## src/rtl/layer_seq_pkg.sv

```systemverilog
// Shared types and constants for the CNN layer sequencer.
package layer_seq_pkg;

  localparam int unsigned LAYER_IDX_W    = 3;
  localparam int unsigned LOAD_WORDS_DEF = 6144;

  // Load counter width for a given load size (at least 1 bit).
  function automatic int unsigned load_cnt_w(input int unsigned words);
    return (words > 1) ? $clog2(words) : 1;
  endfunction

  localparam int unsigned LOAD_CNT_W = load_cnt_w(LOAD_WORDS_DEF);

  localparam logic [2:0] ST_IDLE_ENC  = 3'd0;
  localparam logic [2:0] ST_LOAD_ENC  = 3'd1;
  localparam logic [2:0] ST_FLUSH_ENC = 3'd2;
  localparam logic [2:0] ST_RUN_ENC   = 3'd3;
  localparam logic [2:0] ST_SWAP_ENC  = 3'd4;
  localparam logic [2:0] ST_DONE_ENC  = 3'd5;
  localparam logic [2:0] ST_ERR_ENC   = 3'd6;

  typedef enum logic [2:0] {
    ST_IDLE  = ST_IDLE_ENC,
    ST_LOAD  = ST_LOAD_ENC,
    ST_FLUSH = ST_FLUSH_ENC,
    ST_RUN   = ST_RUN_ENC,
    ST_SWAP  = ST_SWAP_ENC,
    ST_DONE  = ST_DONE_ENC,
    ST_ERR   = ST_ERR_ENC
  } state_e;

endpackage

```

## src/rtl/layer_seq_ctrl_watchdog.sv

```systemverilog
// Per-layer RUN timeout counter; only present when LAYER_SEQ_WDOG_EN is defined.
`ifdef LAYER_SEQ_WDOG_EN
module seq_watchdog #(
  parameter int unsigned WDOG_CYCLES = 1000000
) (
  input  logic clk,
  input  logic rst,
  input  logic clr_i,
  input  logic run_i,
  output logic timeout_c_o
);

  localparam int unsigned CNT_W = $clog2(WDOG_CYCLES + 1);
  localparam logic [CNT_W-1:0] CNT_LAST = CNT_W'(WDOG_CYCLES - 1);

  logic [CNT_W-1:0] cnt_q;
  logic [CNT_W-1:0] cnt_d;

  // Count RUN cycles; restart from zero on every RUN entry.
  always_comb begin
    cnt_d = cnt_q;
    if (clr_i) begin
      cnt_d = '0;
    end else if (run_i) begin
      cnt_d = cnt_q + CNT_W'(1);
    end
  end

  // Counter register.
  always_ff @(posedge clk) begin
    if (rst) begin
      cnt_q <= '0;
    end else begin
      cnt_q <= cnt_d;
    end
  end

  assign timeout_c_o = run_i && (cnt_q == CNT_LAST);

endmodule
`endif

```

## src/rtl/layer_seq_ctrl.sv

```systemverilog
// CNN inference sequencer: host feature-map load, then each layer engine in
// turn with a ping-pong bank swap between layers. Define LAYER_SEQ_WDOG_EN
// to add a per-layer RUN timeout that forces the ERR state.
module layer_seq_ctrl
  import layer_seq_pkg::*;
#(
  parameter int unsigned NUM_LAYERS  = 3,
  parameter int unsigned LOAD_WORDS  = 6144,
  parameter int unsigned ADDR_W      = 32,
  parameter int unsigned DATA_W      = 16,
  parameter int unsigned WDOG_CYCLES = 1000000
) (
  input  logic                   clk,
  input  logic                   rst,
  input  logic                   start,
  input  logic                   host_we,
  input  logic [ADDR_W-1:0]      host_addr,
  input  logic [DATA_W-1:0]      host_din,
  output logic                   buf_we,
  output logic [ADDR_W-1:0]      buf_addr,
  output logic [DATA_W-1:0]      buf_din,
  output logic [NUM_LAYERS-1:0]  layer_en,
  input  logic [NUM_LAYERS-1:0]  layer_fin,
  output logic                   bank_sel,
  output logic [LAYER_IDX_W-1:0] cur_layer,
  output logic                   busy,
  output logic                   done,
  output logic                   err
);

  localparam int unsigned LCNT_W = load_cnt_w(LOAD_WORDS);
  localparam logic [LCNT_W-1:0] LOAD_LAST = LCNT_W'(LOAD_WORDS - 1);
  localparam logic [LAYER_IDX_W-1:0] LAST_LAYER = LAYER_IDX_W'(NUM_LAYERS - 1);

  state_e                 state_q, state_d;
  logic [LCNT_W-1:0]      load_cnt_q, load_cnt_d;
  logic                   bank_sel_q, bank_sel_d;
  logic [LAYER_IDX_W-1:0] cur_layer_q, cur_layer_d;
  logic [NUM_LAYERS-1:0]  layer_en_q, layer_en_d;
  logic                   buf_we_q, buf_we_d;
  logic [ADDR_W-1:0]      buf_addr_q, buf_addr_d;
  logic [DATA_W-1:0]      buf_din_q, buf_din_d;
  logic                   done_q, done_d;
  logic                   err_q, err_d;
  logic                   busy_q, busy_d;

  logic [NUM_LAYERS-1:0]  cur_mask_c;
  logic [NUM_LAYERS-1:0]  next_mask_c;
  logic [NUM_LAYERS-1:0]  exp_fin_c;
  logic                   fin_hit_c;
  logic                   fin_bad_c;
  logic                   wdog_timeout_c;

  // Which fin bit is legitimate this cycle; anything else is an error.
  always_comb begin
    cur_mask_c  = NUM_LAYERS'(1) << cur_layer_q;
    next_mask_c = NUM_LAYERS'(1) << (cur_layer_q + LAYER_IDX_W'(1));
    exp_fin_c   = (state_q == ST_RUN) ? cur_mask_c : '0;
    fin_hit_c   = |(layer_fin & exp_fin_c);
    fin_bad_c   = |(layer_fin & ~exp_fin_c);
  end

`ifdef LAYER_SEQ_WDOG_EN
  logic enter_run_c;
  assign enter_run_c = (state_d == ST_RUN) && (state_q != ST_RUN);

  seq_watchdog #(
    .WDOG_CYCLES (WDOG_CYCLES)
  ) u_wdog (
    .clk         (clk),
    .rst         (rst),
    .clr_i       (enter_run_c),
    .run_i       (state_q == ST_RUN),
    .timeout_c_o (wdog_timeout_c)
  );
`else
  logic unused_wdog;
  assign unused_wdog    = (WDOG_CYCLES == 0);
  assign wdog_timeout_c = 1'b0;
`endif

  // Next state and next registered outputs.
  always_comb begin
    state_d     = state_q;
    load_cnt_d  = load_cnt_q;
    bank_sel_d  = bank_sel_q;
    cur_layer_d = cur_layer_q;
    layer_en_d  = '0;
    buf_we_d    = 1'b0;
    buf_addr_d  = buf_addr_q;
    buf_din_d   = buf_din_q;
    done_d      = 1'b0;
    err_d       = err_q | fin_bad_c;
    busy_d      = 1'b0;

    unique case (state_q)
      ST_IDLE: begin
        if (start) begin
          state_d     = ST_LOAD;
          bank_sel_d  = 1'b0;
          cur_layer_d = '0;
          load_cnt_d  = '0;
        end
      end
      ST_LOAD: begin
        if (host_we) begin
          buf_we_d   = 1'b1;
          buf_addr_d = host_addr;
          buf_din_d  = host_din;
          load_cnt_d = load_cnt_q + LCNT_W'(1);
          if (load_cnt_q == LOAD_LAST) begin
            state_d = ST_FLUSH;
          end
        end
      end
      ST_FLUSH: begin
        state_d    = ST_RUN;
        layer_en_d = cur_mask_c;
      end
      ST_RUN: begin
        if (fin_hit_c) begin
          state_d    = ST_SWAP;
          bank_sel_d = ~bank_sel_q;
        end else if (wdog_timeout_c) begin
          state_d = ST_ERR;
          err_d   = 1'b1;
        end else begin
          layer_en_d = cur_mask_c;
        end
      end
      ST_SWAP: begin
        if (cur_layer_q == LAST_LAYER) begin
          state_d = ST_DONE;
          done_d  = 1'b1;
        end else begin
          state_d     = ST_RUN;
          cur_layer_d = cur_layer_q + LAYER_IDX_W'(1);
          layer_en_d  = next_mask_c;
        end
      end
      ST_DONE: begin
        state_d = ST_IDLE;
      end
      ST_ERR: begin
        if (start) begin
          state_d     = ST_LOAD;
          err_d       = fin_bad_c;
          bank_sel_d  = 1'b0;
          cur_layer_d = '0;
          load_cnt_d  = '0;
        end
      end
      default: begin
        state_d = ST_IDLE;
      end
    endcase

    busy_d = (state_d != ST_IDLE) && (state_d != ST_ERR);
  end

  // State and output registers.
  always_ff @(posedge clk) begin
    if (rst) begin
      state_q     <= ST_IDLE;
      load_cnt_q  <= '0;
      bank_sel_q  <= 1'b0;
      cur_layer_q <= '0;
      layer_en_q  <= '0;
      buf_we_q    <= 1'b0;
      buf_addr_q  <= '0;
      buf_din_q   <= '0;
      done_q      <= 1'b0;
      err_q       <= 1'b0;
      busy_q      <= 1'b0;
    end else begin
      state_q     <= state_d;
      load_cnt_q  <= load_cnt_d;
      bank_sel_q  <= bank_sel_d;
      cur_layer_q <= cur_layer_d;
      layer_en_q  <= layer_en_d;
      buf_we_q    <= buf_we_d;
      buf_addr_q  <= buf_addr_d;
      buf_din_q   <= buf_din_d;
      done_q      <= done_d;
      err_q       <= err_d;
      busy_q      <= busy_d;
    end
  end

  assign buf_we    = buf_we_q;
  assign buf_addr  = buf_addr_q;
  assign buf_din   = buf_din_q;
  assign layer_en  = layer_en_q;
  assign bank_sel  = bank_sel_q;
  assign cur_layer = cur_layer_q;
  assign busy      = busy_q;
  assign done      = done_q;
  assign err       = err_q;

endmodule

```

## config.mk

```make
export PLATFORM = sky130hd
export DESIGN_NAME = layer_seq_ctrl
export DESIGN_NICKNAME = d
export VERILOG_FILES = /design/src/rtl/layer_seq_pkg.sv /design/src/rtl/layer_seq_ctrl_watchdog.sv /design/src/rtl/layer_seq_ctrl.sv
export SDC_FILE = /design/constraint.sdc
export NUM_CORES = 1
export LEC_CHECK = 0
export BUFFER_PORTS_ARGS = -buffer_cell sky130_fd_sc_hd__buf_4
export CAP_MARGIN = 5
export CORE_AREA = 2 2 84 78
export CTS_CLUSTER_SIZE = 25
export DETAILED_ROUTE_END_ITERATION = 8
export DIE_AREA = 0 0 86 80
export HOLD_SLACK_MARGIN = 0.12
export PLACE_DENSITY = 0.85
export SYNTH_ARGS = -nofsm -noshare
export SYNTH_HDL_FRONTEND = slang
export SYNTH_SLANG_ARGS = --single-unit
```

## constraint.sdc

```tcl
create_clock -name clk -period 3 [get_ports clk]
set_clock_uncertainty 0.1 [all_clocks]
set_input_delay 0.3 -clock clk [delete_from_list [all_inputs] [get_ports clk]]
set_output_delay 0.3 -clock clk [all_outputs]
set_load 0.005 [all_outputs]
```

==> metrics <==
run status=finished, final reports clean; fin crit period=2225 ps; VDD IR max=0.0003870 V; end of the worst register-to-register path=buf_addr[4]$_SDFFE_PP0P_; total area of sequential cells=0.001501 mm2; Post CTS Setup Buffer Count=0; final-layout fill cell count=391; CTS buffer count=9; total number of yosys warnings=0; combinational share of power=0.114; Worst path slowest cell=sky130_fd_sc_hd__nand3_2; detailed-route DRC error count=0; Post-Syn Nets=434; number of clock sinks=75; post-placement cell area=0.003851 mm2; Synth Area per Inst=8.086 um2; worst path bufs/invs=0; max-slew violation count=0; cell internal pwr=1.811 mW; Unique masters post-synth=37; share of cells above drive strength 1=0.2548; total iterations of the first detailed-routing run=6; number of antenna cells inserted=0; clock network latency to the later pin of the worst-skew pair=340 ps; overflow left after global routing=0; total via count after detailed routing=3,126; vias in the first global route=3,280; number of setup violations in the final report=0; Seq/Total Area, Yosys=0.4992; wire length of the first global-routing pass=14.84 mm; tightest slew margin relative to the limit=0.3638; arrival time of the worst setup path=2330 ps; HPWL Detailed=5.041 mm; H-Tree Level Count=3; growth of design area from synthesis to finish=52.20%; worst reg2reg path depth=4; leakage power total=1.862 nW; WL/cell=15.30 um; type of origin of the critical path=register; Final Routed Wirelength=9.152 mm; number of nets in the layout=583; fin area=0.004578 mm2; die outline width=86 um; Synth Cell Area=0.003008 mm2; highest fanout seen on the critical path=50; fmax=449.4 MHz; setup repair after global routing missed its margin=false; count of max-cap constraint violations=0; most used cells in the layout excluding fill and tap cells=114 x sky130_fd_sc_hd__buf_4, 110 x sky130_fd_sc_hd__nand2_1, 75 x sky130_fd_sc_hd__dfxtp_1, 57 x sky130_fd_sc_hd__a21oi_1, 47 x sky130_fd_sc_hd__dlygate4sd3_1; number of synthesized register bits=75; most common cell after layout, fill and taps aside=sky130_fd_sc_hd__buf_4; RD Place Congestion=0.8412; endpoint of the worst setup timing path=buf_addr[4]$_SDFFE_PP0P_; multi-input gate area in the final layout=0.001389 mm2; gate family responsible for the most delay along the worst path=simple AND/OR/NAND/NOR gates; number of placement rows=27; critical setup path kind=register to register; slew at the pin closest to its max-slew limit=953.2 ps; path length in cells of the critical path=4; remaining antenna violation count after routing=0; die span in y=80 um; starting density of the core=0.5030; classification of the worst-slack hold path=input pin to register; period utilisation layout=0.7417; post-cts sizing count=0; share of power burned in registers=0.455; Final Hold Violating Endpoints=0; Post-Synthesis Cells=372; Ports=114; final standard cell utilization of the core=0.7656; Setup Total Neg Slack=0 ps; reg-to-reg startpoint=state_q[1]$_SDFF_PP0_; DIE AREA=0.006880 mm2; CTS tree=done; crit path capture type=register; number of buffers inserted by port buffering=113; pin count of the biggest net entering global routing=61; Clock power frac=0.432; area of the placeable core=0.005979 mm2; CP Data Required Time=3100 ps; Pwr Total=2.305 mW; Critical Path, Cell by Cell=nor2_1 -> nand3_2 -> nand2_1 -> a21oi_1; Vias per Instance=5.227; start point of the critical path=state_q[1]$_SDFF_PP0_; switching power=0.4943 mW; register-to-register path setup slack=780 ps; master cell of the clock root buffer=sky130_fd_sc_hd__clkbuf_8; cell area power density=503.6 mW/mm2; max incr delay on CP=760 ps; All-Layer GR Usage=0.2764; deepest clock path buffer count=2; number of antenna violations at the first check in global routing=0; switching share of power=0.2144; clock-pin slew on the worst setup and hold paths=80 ps; first-iteration detailed-routing DRC count=140
==> worst min path at each step <==
stage	startpoint	to	slack [ps]	cells past startpoint
floorplan	host_addr[0]	buf_addr[0]$_SDFFE_PP0P_	340	2
global route	host_addr[14]	buf_addr[14]$_SDFFE_PP0P_	130	3
CTS	host_addr[14]	buf_addr[14]$_SDFFE_PP0P_	120	3
detailed placement	buf_din[11]$_SDFFE_PP0P_	buf_din[11]$_SDFFE_PP0P_	350	2
global placement	buf_din[7]$_SDFFE_PP0P_	buf_din[7]$_SDFFE_PP0P_	340	2
finish	host_addr[14]	buf_addr[14]$_SDFFE_PP0P_	130	3
==> timing repair <==
action	4_1_cts	5_1_grt
hold endpoints to repair	47	0
hold buffers	47	0
setup endpoints to repair	0	0
==> cell usage after synthesis, drive strengths merged <==
library cell / instances / area share
o21bai: 1 / 0.0025
a21o: 1 / 0.0025
dfxtp: 75 / 0.50
o211a: 1 / 0.0033
a222oi: 1 / 0.0033
a22oi: 5 / 0.012
a21oi: 58 / 0.098
o21ai: 5 / 0.0083
inv: 4 / 0.0050
nor3: 5 / 0.0083
nand2b: 6 / 0.012
nor3b: 1 / 0.0025
nand4: 2 / 0.0042
nand3b: 1 / 0.0025
a31oi: 1 / 0.0021
nor4: 7 / 0.015
nor2b: 6 / 0.012
nand3: 4 / 0.0067
ha: 7 / 0.029
mux2: 1 / 0.0037
buf: 6 / 0.015
nand2: 110 / 0.14
and4bb: 1 / 0.0042
clkbuf: 17 / 0.021
xnor2: 12 / 0.035
or3: 1 / 0.0021
nor4b: 2 / 0.0058
or3b: 1 / 0.0029
a32oi: 1 / 0.0029
maj3: 1 / 0.0033
or2: 1 / 0.0021
nor2: 26 / 0.032
nor4bb: 1 / 0.0033
==> power by group through the flow <==
stage	clock network (mW)	logic (mW)	registers (mW)
after floorplan	0	0.0875	1.07
after global placement	0	0.199	1.07
after detailed placement	0	0.203	1.07
after CTS	1.01	0.253	1.05
after global routing	1.05	0.285	1.05
final	0.995	0.262	1.05
==> through the flow <==
step	std cells	hold slack, ps	setup WS, ps
2_1_floorplan	372	336.0	1233
3_3_place_gp	535	341.8	978.9
3_5_place_dp	535	348.3	893.0
4_1_cts	598	121.8	847.5
5_1_grt	598	127.8	515.7
6_report	598	133.3	775.0
==> state kept, by name, summed over array words and instances (netlist names) <==
signal	count
bank_sel	1
buf_din	16
cur_layer	3
layer_en	3
buf_addr	32
state_q	3
busy	1
done	1
buf_we	1
err	1
load_cnt_q	13
==> cell families (layout without fill, tap and decap cells) <==
family                   after synthesis  count (layout)  share of synthesized area
multiplexers                           1               1                   0.003743
AND/OR/NAND/NOR                      175             175                     0.2537
XOR/XNOR                              12              12                    0.03494
adder cells (fa/ha/maj)                8               8                    0.03244
AO/OA/AOI/OAI                         74              74                     0.1352
buffers and inverters                 27             181                    0.04076
flip-flops                            75              75                     0.4992
==> worst min-delay path, cell delays in order <==
cell and delay [ps]:
sky130_fd_sc_hd__buf_4 110, sky130_fd_sc_hd__nand2_1 60, sky130_fd_sc_hd__a21oi_1 60
==> cell type report <==
cell class,instances,share of cell area
Clock buffer,11,0.02870
Clock inverter,5,0.02733
Inverter,4,0.003280
Multi-Input combinational cell,270,0.3034
Sequential cell,75,0.3280
Tap cell,72,0.01968
Timing Repair Buffer,161,0.2897
==> routing by layer <==
metal / routed length (um) / global-route usage / vias to the layer above
li1: - / - / 1532
met1: 3389 / 0.2926 / 1432
met2: 4885 / 0.4930 / 126
met3: 509 / 0.06825 / 36
met4: 368 / 0.1651 / 0
met5: 0 / 0 / -
No activity file was read; power rests on OpenSTA's default activity.
